==> src/rtl/execute_stage_mdu_pkg.sv <==
// Shared types and op classification for the execute stage and its iterative multiply/divide unit.
package execute_stage_mdu_pkg;

    typedef enum logic [4:0] {
        OP_ADD    = 5'd0,
        OP_SUB    = 5'd1,
        OP_AND    = 5'd2,
        OP_OR     = 5'd3,
        OP_XOR    = 5'd4,
        OP_SLL    = 5'd5,
        OP_SRL    = 5'd6,
        OP_SRA    = 5'd7,
        OP_SLT    = 5'd8,
        OP_SLTU   = 5'd9,
        OP_MUL    = 5'd16,
        OP_MULH   = 5'd17,
        OP_MULHSU = 5'd18,
        OP_MULHU  = 5'd19,
        OP_DIV    = 5'd20,
        OP_DIVU   = 5'd21,
        OP_REM    = 5'd22,
        OP_REMU   = 5'd23
    } ex_op_t;

    typedef enum logic [1:0] {FWD_NONE, FWD_EX_MEM, FWD_MEM_WB} fwd_sel_t;

    typedef enum logic [1:0] {IDLE, RUN, FIX} mdu_state_t;

    function automatic logic is_mdu_op(ex_op_t op);
        return op inside {OP_MUL, OP_MULH, OP_MULHSU, OP_MULHU,
                          OP_DIV, OP_DIVU, OP_REM, OP_REMU};
    endfunction

    function automatic logic is_div_op(ex_op_t op);
        return op inside {OP_DIV, OP_DIVU, OP_REM, OP_REMU};
    endfunction

    function automatic logic op_a_signed(ex_op_t op);
        return op inside {OP_MUL, OP_MULH, OP_MULHSU, OP_DIV, OP_REM};
    endfunction

    function automatic logic op_b_signed(ex_op_t op);
        return op inside {OP_MUL, OP_MULH, OP_DIV, OP_REM};
    endfunction

endpackage

==> src/rtl/execute_stage_mdu_mdu_iterative.sv <==
// Radix-2 iterative multiply/divide: magnitudes are processed for XLEN cycles, then the sign
// fix-up and high/low selection happen in a final cycle that waits for the result register.
module mdu_iterative
    import execute_stage_mdu_pkg::*;
#(
    parameter int unsigned XLEN                   = 32,
    parameter bit          DIV_ZERO_QUOT_ALL_ONES = 1'b1
) (
    input  logic            clk,
    input  logic            rst_n,
    input  logic            flush,
    input  logic            start,
    input  ex_op_t          op,
    input  logic [XLEN-1:0] opa,
    input  logic [XLEN-1:0] opb,
    input  logic            res_ready,
    output logic            busy,
    output logic            done,
    output logic [XLEN-1:0] result
);

    localparam int unsigned   CW   = $clog2(XLEN);
    localparam logic [CW-1:0] LAST = CW'(XLEN - 1);

    mdu_state_t      state_q, state_d;
    logic [CW-1:0]   cnt_q, cnt_d;
    ex_op_t          op_q, op_d;
    logic [XLEN-1:0] hi_q, hi_d, lo_q, lo_d, b_q, b_d;
    logic            neg_q, neg_d, dz_q, dz_d;

    logic              a_sgn, b_sgn;
    logic [XLEN-1:0]   a_abs, b_abs;
    logic [XLEN:0]     sum, shifted, diff;
    logic [2*XLEN-1:0] prod, prod_fix;
    logic [XLEN-1:0]   quot_fix, rem_fix;

    always_comb begin
        a_sgn   = op_a_signed(op) && opa[XLEN-1];
        b_sgn   = op_b_signed(op) && opb[XLEN-1];
        a_abs   = a_sgn ? -opa : opa;
        b_abs   = b_sgn ? -opb : opb;
        // hi:lo is the accumulator:multiplier pair or the remainder:quotient pair
        sum     = {1'b0, hi_q} + (lo_q[0] ? {1'b0, b_q} : '0);
        shifted = {hi_q, lo_q[XLEN-1]};
        diff    = shifted - {1'b0, b_q};
    end

    always_comb begin
        prod     = {hi_q, lo_q};
        prod_fix = neg_q ? -prod : prod;
        rem_fix  = neg_q ? -hi_q : hi_q;
        if (dz_q) begin
            quot_fix = DIV_ZERO_QUOT_ALL_ONES ? '1 : '0;
        end else begin
            quot_fix = neg_q ? -lo_q : lo_q;
        end
        case (op_q)
            OP_MUL:                      result = prod_fix[XLEN-1:0];
            OP_MULH, OP_MULHSU, OP_MULHU: result = prod_fix[2*XLEN-1:XLEN];
            OP_DIV, OP_DIVU:             result = quot_fix;
            default:                     result = rem_fix;
        endcase
    end

    always_comb begin
        state_d = state_q;
        cnt_d   = cnt_q;
        op_d    = op_q;
        hi_d    = hi_q;
        lo_d    = lo_q;
        b_d     = b_q;
        neg_d   = neg_q;
        dz_d    = dz_q;
        done    = 1'b0;
        unique case (state_q)
            IDLE: begin
                if (start) begin
                    state_d = RUN;
                    cnt_d   = '0;
                    op_d    = op;
                    hi_d    = '0;
                    lo_d    = a_abs;
                    b_d     = b_abs;
                    // Remainder takes the dividend's sign; everything else the XOR of signs
                    neg_d   = (op == OP_REM) ? a_sgn : (a_sgn ^ b_sgn);
                    dz_d    = (opb == '0);
                end
            end
            RUN: begin
                if (is_div_op(op_q)) begin
                    if (!diff[XLEN]) begin
                        hi_d = diff[XLEN-1:0];
                        lo_d = {lo_q[XLEN-2:0], 1'b1};
                    end else begin
                        hi_d = shifted[XLEN-1:0];
                        lo_d = {lo_q[XLEN-2:0], 1'b0};
                    end
                end else begin
                    hi_d = sum[XLEN:1];
                    lo_d = {sum[0], lo_q[XLEN-1:1]};
                end
                cnt_d = cnt_q + CW'(1);
                if (cnt_q == LAST) begin
                    state_d = FIX;
                    cnt_d   = '0;
                end
            end
            FIX: begin
                if (res_ready) begin
                    done    = 1'b1;
                    state_d = IDLE;
                end
            end
            default: state_d = IDLE;
        endcase
        if (flush) begin
            state_d = IDLE;
            cnt_d   = '0;
            done    = 1'b0;
        end
    end

    always_ff @(posedge clk or negedge rst_n) begin
        if (!rst_n) begin
            state_q <= IDLE;
            cnt_q   <= '0;
            op_q    <= OP_MUL;
            hi_q    <= '0;
            lo_q    <= '0;
            b_q     <= '0;
            neg_q   <= 1'b0;
            dz_q    <= 1'b0;
        end else begin
            state_q <= state_d;
            cnt_q   <= cnt_d;
            op_q    <= op_d;
            hi_q    <= hi_d;
            lo_q    <= lo_d;
            b_q     <= b_d;
            neg_q   <= neg_d;
            dz_q    <= dz_d;
        end
    end

    assign busy = (state_q != IDLE);

endmodule

==> src/rtl/execute_stage_mdu.sv <==
// Execute stage: operand forwarding, single-cycle ALU and an iterative MDU feeding a registered
// EX/MEM output behind a valid/ready handshake.
module execute_stage_mdu
    import execute_stage_mdu_pkg::*;
#(
    parameter int unsigned XLEN                   = 32,
    parameter int unsigned REG_AW                 = 5,
    parameter bit          DIV_ZERO_QUOT_ALL_ONES = 1'b1
) (
    input  logic              clk,
    input  logic              rst_n,
    input  logic              flush,
    input  logic              in_valid,
    output logic              in_ready,
    input  ex_op_t            op,
    input  logic              alu_src,
    input  logic [XLEN-1:0]   data1,
    input  logic [XLEN-1:0]   data2,
    input  logic [XLEN-1:0]   imm,
    input  logic [REG_AW-1:0] rs1,
    input  logic [REG_AW-1:0] rs2,
    input  logic [REG_AW-1:0] rd_in,
    input  logic [REG_AW-1:0] ex_mem_rd,
    input  logic [REG_AW-1:0] mem_wb_rd,
    input  logic              ex_mem_reg_write,
    input  logic              mem_wb_reg_write,
    input  logic [XLEN-1:0]   forward_ex_mem,
    input  logic [XLEN-1:0]   forward_mem_wb,
    output logic              out_valid,
    input  logic              out_ready,
    output logic [XLEN-1:0]   result,
    output logic [XLEN-1:0]   store_data,
    output logic [REG_AW-1:0] rd_out,
    output logic              zero_flag,
    output logic              busy
);

    localparam int unsigned SHW = $clog2(XLEN);

    fwd_sel_t        sel1, sel2;
    logic [XLEN-1:0] fwd1, fwd2, rhs, alu_res, mdu_res;
    logic [SHW-1:0]  shamt;
    logic            mdu_busy, mdu_done, out_free, accept, mdu_start;

    logic              out_valid_q, out_valid_d;
    logic [XLEN-1:0]   result_q, result_d, store_data_q, store_data_d;
    logic [REG_AW-1:0] rd_q, rd_d, mdu_rd_q, mdu_rd_d;
    logic [XLEN-1:0]   mdu_sd_q, mdu_sd_d;
    logic              zero_q, zero_d;

    // EX/MEM is the younger producer, so it takes priority over MEM/WB
    always_comb begin
        sel1 = FWD_NONE;
        if (ex_mem_reg_write && ex_mem_rd == rs1 && rs1 != '0) begin
            sel1 = FWD_EX_MEM;
        end else if (mem_wb_reg_write && mem_wb_rd == rs1 && rs1 != '0) begin
            sel1 = FWD_MEM_WB;
        end
        sel2 = FWD_NONE;
        if (ex_mem_reg_write && ex_mem_rd == rs2 && rs2 != '0) begin
            sel2 = FWD_EX_MEM;
        end else if (mem_wb_reg_write && mem_wb_rd == rs2 && rs2 != '0) begin
            sel2 = FWD_MEM_WB;
        end
    end

    always_comb begin
        unique case (sel1)
            FWD_EX_MEM: fwd1 = forward_ex_mem;
            FWD_MEM_WB: fwd1 = forward_mem_wb;
            default:    fwd1 = data1;
        endcase
        unique case (sel2)
            FWD_EX_MEM: fwd2 = forward_ex_mem;
            FWD_MEM_WB: fwd2 = forward_mem_wb;
            default:    fwd2 = data2;
        endcase
        rhs = alu_src ? imm : fwd2;
    end

    always_comb begin
        shamt = rhs[SHW-1:0];
        case (op)
            OP_ADD:  alu_res = fwd1 + rhs;
            OP_SUB:  alu_res = fwd1 - rhs;
            OP_AND:  alu_res = fwd1 & rhs;
            OP_OR:   alu_res = fwd1 | rhs;
            OP_XOR:  alu_res = fwd1 ^ rhs;
            OP_SLL:  alu_res = fwd1 << shamt;
            OP_SRL:  alu_res = fwd1 >> shamt;
            OP_SRA:  alu_res = $signed(fwd1) >>> shamt;
            OP_SLT:  alu_res = {{(XLEN-1){1'b0}}, $signed(fwd1) < $signed(rhs)};
            OP_SLTU: alu_res = {{(XLEN-1){1'b0}}, fwd1 < rhs};
            default: alu_res = '0;
        endcase
    end

    assign out_free  = !out_valid_q || out_ready;
    assign in_ready  = !mdu_busy && out_free;
    assign accept    = in_valid && in_ready && !flush;
    assign mdu_start = accept && is_mdu_op(op);

    mdu_iterative #(
        .XLEN                   (XLEN),
        .DIV_ZERO_QUOT_ALL_ONES (DIV_ZERO_QUOT_ALL_ONES)
    ) u_mdu (
        .clk       (clk),
        .rst_n     (rst_n),
        .flush     (flush),
        .start     (mdu_start),
        .op        (op),
        .opa       (fwd1),
        .opb       (rhs),
        .res_ready (out_free),
        .busy      (mdu_busy),
        .done      (mdu_done),
        .result    (mdu_res)
    );

    always_comb begin
        out_valid_d  = out_valid_q;
        result_d     = result_q;
        store_data_d = store_data_q;
        rd_d         = rd_q;
        zero_d       = zero_q;
        mdu_rd_d     = mdu_rd_q;
        mdu_sd_d     = mdu_sd_q;
        if (out_valid_q && out_ready) begin
            out_valid_d = 1'b0;
        end
        if (mdu_start) begin
            mdu_rd_d = rd_in;
            mdu_sd_d = fwd2;
        end
        if (mdu_done) begin
            out_valid_d  = 1'b1;
            result_d     = mdu_res;
            store_data_d = mdu_sd_q;
            rd_d         = mdu_rd_q;
            zero_d       = (mdu_res == '0);
        end else if (accept && !is_mdu_op(op)) begin
            out_valid_d  = 1'b1;
            result_d     = alu_res;
            store_data_d = fwd2;
            rd_d         = rd_in;
            zero_d       = (alu_res == '0);
        end
        if (flush) begin
            out_valid_d = 1'b0;
        end
    end

    always_ff @(posedge clk or negedge rst_n) begin
        if (!rst_n) begin
            out_valid_q  <= 1'b0;
            result_q     <= '0;
            store_data_q <= '0;
            rd_q         <= '0;
            zero_q       <= 1'b0;
            mdu_rd_q     <= '0;
            mdu_sd_q     <= '0;
        end else begin
            out_valid_q  <= out_valid_d;
            result_q     <= result_d;
            store_data_q <= store_data_d;
            rd_q         <= rd_d;
            zero_q       <= zero_d;
            mdu_rd_q     <= mdu_rd_d;
            mdu_sd_q     <= mdu_sd_d;
        end
    end

    assign out_valid  = out_valid_q;
    assign result     = result_q;
    assign store_data = store_data_q;
    assign rd_out     = rd_q;
    assign zero_flag  = zero_q;
    assign busy       = mdu_busy;

endmodule

==> config.mk <==
export PLATFORM = sky130hd
export DESIGN_NAME = execute_stage_mdu
export DESIGN_NICKNAME = d
export VERILOG_FILES = /design/src/rtl/execute_stage_mdu_pkg.sv /design/src/rtl/execute_stage_mdu_mdu_iterative.sv /design/src/rtl/execute_stage_mdu.sv
export SDC_FILE = /design/constraint.sdc
export NUM_CORES = 2
export LEC_CHECK = 0
export CAP_MARGIN = 20
export CORE_ASPECT_RATIO = 1.2
export CORE_MARGIN = 2
export CORE_UTILIZATION = 30
export DETAILED_ROUTE_END_ITERATION = 10
export PLACE_DENSITY = 0.57
export SYNTH_ARGS = -nofsm -noshare
export SYNTH_HDL_FRONTEND = slang
export SYNTH_SLANG_ARGS = --single-unit
==> constraint.sdc <==
create_clock -name clk -period 6.85 [get_ports clk]
set_clock_uncertainty 0.1 [all_clocks]
set_input_delay 2.055 -clock clk [delete_from_list [all_inputs] [get_ports clk]]
set_output_delay 2.055 -clock clk [all_outputs]
set_load 0.01 [all_outputs]
# == Yosys cells after proc, flatten, opt, wreduce, memory -nomap -nowiden ==
# Index checks and enable logic that the tools add are counted.
# totals
ff_bits,218
in_bits,198
wordCells,166
# classes
n_addsub,10
n_lt_le_gt_ge,2
n_eq_ne,40
shifts,3
mux,49
n_bitwise,4
reduce_logical,43
# op_table
operator,n
32-bit 2-to-1 mux,16
32-bit case mux with 10 select lines,1
32-bit case mux with 2 select lines,4
32-bit negator,4
32-bit zero test,3
32-bit case mux with 3 select lines,1
5-bit equality test (second input constant),17
32-bit less-than comparator,2
64-bit 2-to-1 mux,1
64-bit negator,1
32-bit by 33-bit adder with 33-bit output,1
33-bit by 32-bit subtractor with 33-bit output,1
32-bit adder,1
32-bit AND,1
32-bit OR,1
32-bit by 5-bit left shift with 32-bit output,1
32-bit by 5-bit right shift with 32-bit output,1
32-bit by 5-bit >>> shifter with 32-bit output,1
32-bit subtractor,1
32-bit XOR,1
5-bit 2-to-1 mux,5
5-bit by 3-bit equality test with 1-bit output (second input constant),4
5-bit equality test,4
1-bit logical AND,16
27 further kinds,62

# == Depth between registers and ports, before layout ==
# logic_depth
depth_word,13
ltp_mapped,27
ltp_nobuf,24

# == Hierarchy ==
# Synthesis repeated with hierarchy kept, for this count alone.
# unflattened
cells_unflattened,4063
area_unflattened_um2,29047.9
# modules_own_cells
mod,n_inst,cells_each,area_each_um2,seq_area_each_um2
execute_stage_mdu,1,2302,16291.9,2702.6
mdu_iterative,1,1761,12756.0,2753.9

# == Worst setup path before layout ==
# No wires, ideal clock.
# synth_path
kind,input to register
start,input port rs2[1]
end,register zero_q (netlist: zero_flag)
arrival_ns,7.734
t_required_ns,6.658
path_slack_ns,-1.076
cell_stages,27
n_path_buf,3
cell_sequence,or4_4 -> o211a_4 -> a31oi_1 -> o31a_4 -> nor2_4 -> inv_2 -> buf_2 -> buf_1 -> buf_1 -> ha_1 -> inv_1 -> fa_1 -> o21bai_1 -> nand3_1 -> nand3_1 -> a211oi_1 -> or4_1 -> a21oi_1 -> nor3b_1 -> o41ai_1 -> a21oi_1 -> o21a_1 -> xnor2_1 -> o2111ai_1 -> nor4_2 -> nand4_1 -> o31ai_2
# synth_via
elab_chain_cells,13
word_cells_on_any_way,27
classes_between,add/sub (2); order compare (2); eq/ne (4); shift (3); mux (7); bitwise (3); reduce/logical (6)
# synth_rtl
element,line,source
start: declaration,execute_stage_mdu.sv:21,"input logic [REG_AW-1:0] rs2,"
5-bit equality test,execute_stage_mdu.sv:62,end else if (mem_wb_reg_write && mem_wb_rd == rs2 && rs2 != '0) begin
1-bit logical AND (2 in series),execute_stage_mdu.sv:62,
2-bit 2-to-1 mux,execute_stage_mdu.sv:62,
2-bit 2-to-1 mux (*),execute_stage_mdu.sv:60,if (ex_mem_reg_write && ex_mem_rd == rs2 && rs2 != '0) begin
2-bit equality test / 2-bit by 1-bit equality test with 1-bit output (equally long branches),execute_stage_mdu.sv:73,unique case (sel2)
32-bit case mux with 2 select lines (*),execute_stage_mdu.sv:73,
32-bit 2-to-1 mux (*),execute_stage_mdu.sv:78,rhs = alu_src ? imm : fwd2;
net rhs[0],execute_stage_mdu.sv:41,"logic [XLEN-1:0] fwd1, fwd2, rhs, alu_res, mdu_res;"
"32-bit subtractor, or another cell as far along",execute_stage_mdu.sv:85,OP_SUB: alu_res = fwd1 - rhs;
32-bit case mux with 10 select lines (*),execute_stage_mdu.sv:83,case (op)
32-bit zero test (*),execute_stage_mdu.sv:146,zero_d = (alu_res == '0);
1-bit 2-to-1 mux (*),execute_stage_mdu.sv:141,end else if (accept && !is_mdu_op(op)) begin
1-bit 2-to-1 mux (*),execute_stage_mdu.sv:135,if (mdu_done) begin
end signal: assignment,execute_stage_mdu.sv:167,zero_q <= zero_d;
end: declaration,execute_stage_mdu.sv:49,"logic zero_q, zero_d;"
# The timed path passes the listed nets; every way through them passes the cells marked *. The select of a mux whose other input is x is not followed.
# A chain may end at the register's enable or synchronous reset.

# == Worst setup path after layout ==
# layout_path
start,input port rs2[2]
end,register zero_q (netlist: zero_flag)
# layout_via
elab_chain_cells,13
word_cells_on_any_way,27
classes_between,add/sub (2); order compare (2); eq/ne (4); shift (3); mux (7); bitwise (3); reduce/logical (6)
# layout_rtl
element,line
5-bit equality test,execute_stage_mdu.sv:62
1-bit logical AND (2 in series),execute_stage_mdu.sv:62
2-bit 2-to-1 mux,execute_stage_mdu.sv:62
2-bit 2-to-1 mux (*),execute_stage_mdu.sv:60
2-bit equality test / 2-bit by 1-bit equality test with 1-bit output (equally long branches),execute_stage_mdu.sv:73
32-bit case mux with 2 select lines (*),execute_stage_mdu.sv:73
32-bit 2-to-1 mux (*),execute_stage_mdu.sv:78
"32-bit subtractor, or another cell as far along",execute_stage_mdu.sv:85
32-bit case mux with 10 select lines (*),execute_stage_mdu.sv:83
32-bit zero test (*),execute_stage_mdu.sv:146
1-bit 2-to-1 mux (*),execute_stage_mdu.sv:141
1-bit 2-to-1 mux (*),execute_stage_mdu.sv:135
# Every way passes the cells marked *; elsewhere a longest branch is shown, timed or not. The select of a mux whose other input is x is not followed.

==> metrics.md <==
| Metric | Value |
|---|---|
| Cell total after placement | approximately 6100 |
| Max Root-Sink Buffers | 3 |
| Int Power | around 0.0054 W |
| Switching share of power | 49.3% |
| Hold path startpoint | rd_out[1] |
| Static Leakage | roughly 18 nW |
| Nets@finish | roughly 5300 |
| Reg2Reg Setup Slack | between 1 and 1.5 ns |
| Root buf cell | clkbuf_16 |
| Worst Hold End | rd_out[1] |
| Die X | 282 um |
| Worst-Margin Slew | 1.20 ns |
| Crit-path most repeated cell | buf_4 |
| Seq. cell area | approximately 0.0055 mm2 |
| RSZ-0062 raised after global routing | yes |
| Initial Util | 30.3% |
| TritonCTS Buffers | 28 |
| Mapped cell area | roughly 0.028 mm2 |
| Seq pwr share | about a fifth |
| Type of the worst setup path | in2reg |
| Total of max-cap violations | 0 |
| P per Cell Area | between 200 and 300 mW/mm2 |
| Grt ovf | 0 |
| Finished Layout Cells | between 6000 and 7000 |
| Hold_buf cts | 0 |
| Post-synth top cells | nand2_1, o21ai_0, nor2_1, a21oi_1, dfrtp_1 |
| Fin util | between 40 and 50% |
| Worst Path Max Fanout | 4 |
| Clock Power Share | 14.8% |
| Status | complete, but fails checks |
| Critical Path End Type | register |
| CTS tree | yes |
| Placer Congestion | 1.04 |
| Clock sink count | roughly 220 |
| Gate power share | around 65% |
| Endpoints failing setup | 2 |
| Yosys top cell by area | dfrtp_1 |
| Tmin final | 7.04 ns |
| Synth Instances | between 3000 and 4000 |
| Final WS setup | -0.192 ns |
| Synth Flop Type | dfrtp_1 |
| Post-synth ARST share | between 90% and 100% |
| Hold Crit Depth | 2 |
| Io pins | roughly 270 |
| #FFs+latches synth | 218 |
| Die Area | 0.0955 mm2 |
| R2R depth | 20 |
| CP startpoint kind | input pin |
| Initial antenna violation count | 6 |
| Top-area cell type share of the netlist area | 19.5% |
| Number of synthesized flops with an enable pin | 0 |
| # fillers | between 9000 and 10000 |
| Area of the multi-input gates | 0.0220 mm2 |
| Sequential fraction of the synthesis area | 19.5% |
| Max VDD drop | between 0.2 and 0.25 mV |
| Net switching power | 0.00520 W |
| # DRC | 0 |
| Mapped Nets | between 4000 and 5000 |
| Vias per inst | ~5.9 |
| Post-detail-place hpwl | between 100000 and 150000 um |
| Core area | 0.0922 mm2 |
| Slew Limit Fails | 0 |
| Skew-Pair Late Insertion Delay | 0.63 ns |
| Synth area leaders | dfrtp_1, ha_1, nand2_1, o21ai_0, a21oi_1 |
| Crit path largest cell delay | between 0.5 and 0.6 ns |
| Fmax | between 100 and 150 MHz |
| Area growth syn-to-layout | 48.0% |
| Vias in the first global route | between 30000 and 40000 |
| Port bufs | between 200 and 300 |
| R2r startpoint | u_mdu.lo_q[31] |
| Hold Vio Cnt, Final | 0 |
| Synth cell types | ~110 |
| Pin count of the biggest net entering global routing | roughly 180 |
| Floorplan row count | between 100 and 150 |
| First-pass GRT wire length | 249000 um |
| Critical-path top delay cell | or4_4 |
| Max transition margin | 19.2% |
| Drt total wl | between 150000 and 200000 um |
| WHS | ~0.37 ns |
| Min-delay worst type | reg2reg |
| Die Span Y | about 340 um |
| Vias | 36800 |
| DR WL/cell | 28.2 um |
| Final worst-path cycle share | 103% |
| Htree depth | 1 |
| Fraction of layout cells with a size suffix above 1 | between 20% and 30% |
| Most instantiated library cell after synthesis | nand2_1 |
| Pre-Repair DR Iteration Count | 7 |
| ANT nets after route | 0 |
| Reg2reg end | u_mdu.hi_q[13] |
| Violated checks | setup timing |
| DRT iter0 DRCs | between 3000 and 4000 |
| Yosys warning total | 0 |
| Mapped Avg Cell Area | 7.15 um2 |
| Crit path required time | 7.26 ns |
| Clk pin slew, worst setup/hold paths | about 0.060 ns |
| Crit path DAT | around 7.5 ns |
| GR Util All Layers | between 30 and 40% |
[layout by cell type (no fill, tap or decap), types with 21 or more instances in the layout]
master,n
buf_4,964
nand2_1,496
nor2_1,293
o21ai_0,277
a21oi_1,254
clkdlybuf4s50_1,246
dfrtp_1,216
nand3_1,174
ha_1,157
inv_1,142
xnor2_1,137
nor3_1,119
a31oi_1,103
a22oi_1,98
xor2_1,63
a211oi_1,61
mux2i_1,57
o21ai_1,54
o22ai_1,47
o211ai_1,42
mux2_2,42
a21o_1,42
nand4_1,35
o221ai_1,35
o31ai_1,34
o21ai_2,30
or3_1,29
clkbuf_16,29
and3_1,27
nand2b_1,27
a32oi_1,27
buf_6,27
nor2b_1,26
buf_12,24
and2_1,21
nor4_1,21
[worst max-delay path by stage]
stage	from	endpoint	slack, ns	cells past startpoint
after CTS	rs1[0]	result[30]	-0.22	27
final	rs2[2]	zero_flag	-0.19	27
after global placement	rs1[1]	result[30]	-1.58	26
after global routing	rs2[2]	zero_flag	-0.38	26
after detailed placement	rs2[0]	zero_flag	-1.37	24
after floorplan	rs2[1]	zero_flag	-0.55	27
[critical path, delay by kind of cell]
kind / cells / cell delay, ns
xor+xnor: 1 / 0.19
fa+ha+maj: 1 / 0.42
buf+inv: 6 / 0.89
compound gates: 8 / 1.38
simple gates: 11 / 2.50
[through the flow]
stage | power (W) | TNS (ns) | setup WS, ns | instance area [um2]
after floorplan | 0.00577 | -1.62 | -0.547 | 28100
after global placement | 0.00856 | -26.24 | -1.58 | 38600
after detailed placement | 0.00859 | -23.42 | -1.37 | 38600
after CTS | 0.0103 | -0.667 | -0.224 | 40400
after global routing | 0.0112 | -1.20 | -0.380 | 41300
final | 0.0105 | -0.258 | -0.192 | 41300
[area by class of cell]
| type | count | share of cell area [%] |
|---|---|---|
| diodes | 4 | 0.0242 |
| clock buffers | 39 | 1.87 |
| clock inverters | 11 | 0.406 |
| inverters | 154 | 1.42 |
| multi-input cells | 3249 | 53.2 |
| flip-flops and latches | 218 | 13.2 |
| well taps | 1240 | 3.76 |
| repair buffers | 1288 | 26.1 |
[cell families after synthesis]
family          Yosys count  synth area share, %
simple gates           1382                 23.0
buf+inv                 438                 6.42
mux                     111                 4.23
fa+ha+maj               174                 7.91
xor+xnor                210                 6.59
compound gates         1372                 32.3
flops                   218                 19.5
[state kept, by name (all words and copies together), names as in the netlist]
| signal | cells |
|---|---|
| result | 32 |
| u_mdu.lo_q | 32 |
| u_mdu.hi_q | 32 |
| u_mdu.state_q | 2 |
| rd_out | 5 |
| u_mdu.neg_q | 1 |
| mdu_rd_q | 5 |
| u_mdu.cnt_q | 5 |
| store_data | 32 |
| mdu_sd_q | 32 |
| zero_flag | 1 |
| u_mdu.b_q | 32 |
| out_valid | 1 |
| u_mdu.op_q | 5 |
| u_mdu.dz_q | 1 |
[power by group through the flow]
stage | Sequential (W) | Clock, W | Combinational, W
3_3_place_gp | 0.00214 | 0 | 0.00643
2_1_floorplan | 0.00193 | 0 | 0.00385
4_1_cts | 0.00212 | 0.00159 | 0.00659
6_report | 0.00214 | 0.00156 | 0.00685
5_1_grt | 0.00217 | 0.00163 | 0.00736
3_5_place_dp | 0.00214 | 0 | 0.00645
[routing by layer]
| metal | GRT usage (%) | wire, um | up-vias |
|---|---|---|---|
| met5 | 0 | 18 | - |
| met4 | 26.5 | 16700 | 2 |
| met3 | 4.97 | 12600 | 573 |
| met2 | 56.8 | 78700 | 1901 |
| met1 | 42.7 | 66700 | 17800 |
| li1 | - | - | 16500 |
[repair_timing]
| action | CTS | global route |
|---|---|---|
| resized for setup | 161 | 159 |
| pin swaps | 59 | 68 |
| endpoints found under the setup margin | 19 | 17 |
| cloned | 3 | 1 |
| buffers inserted | 38 | 35 |
(Power assumes the default switching activity.)
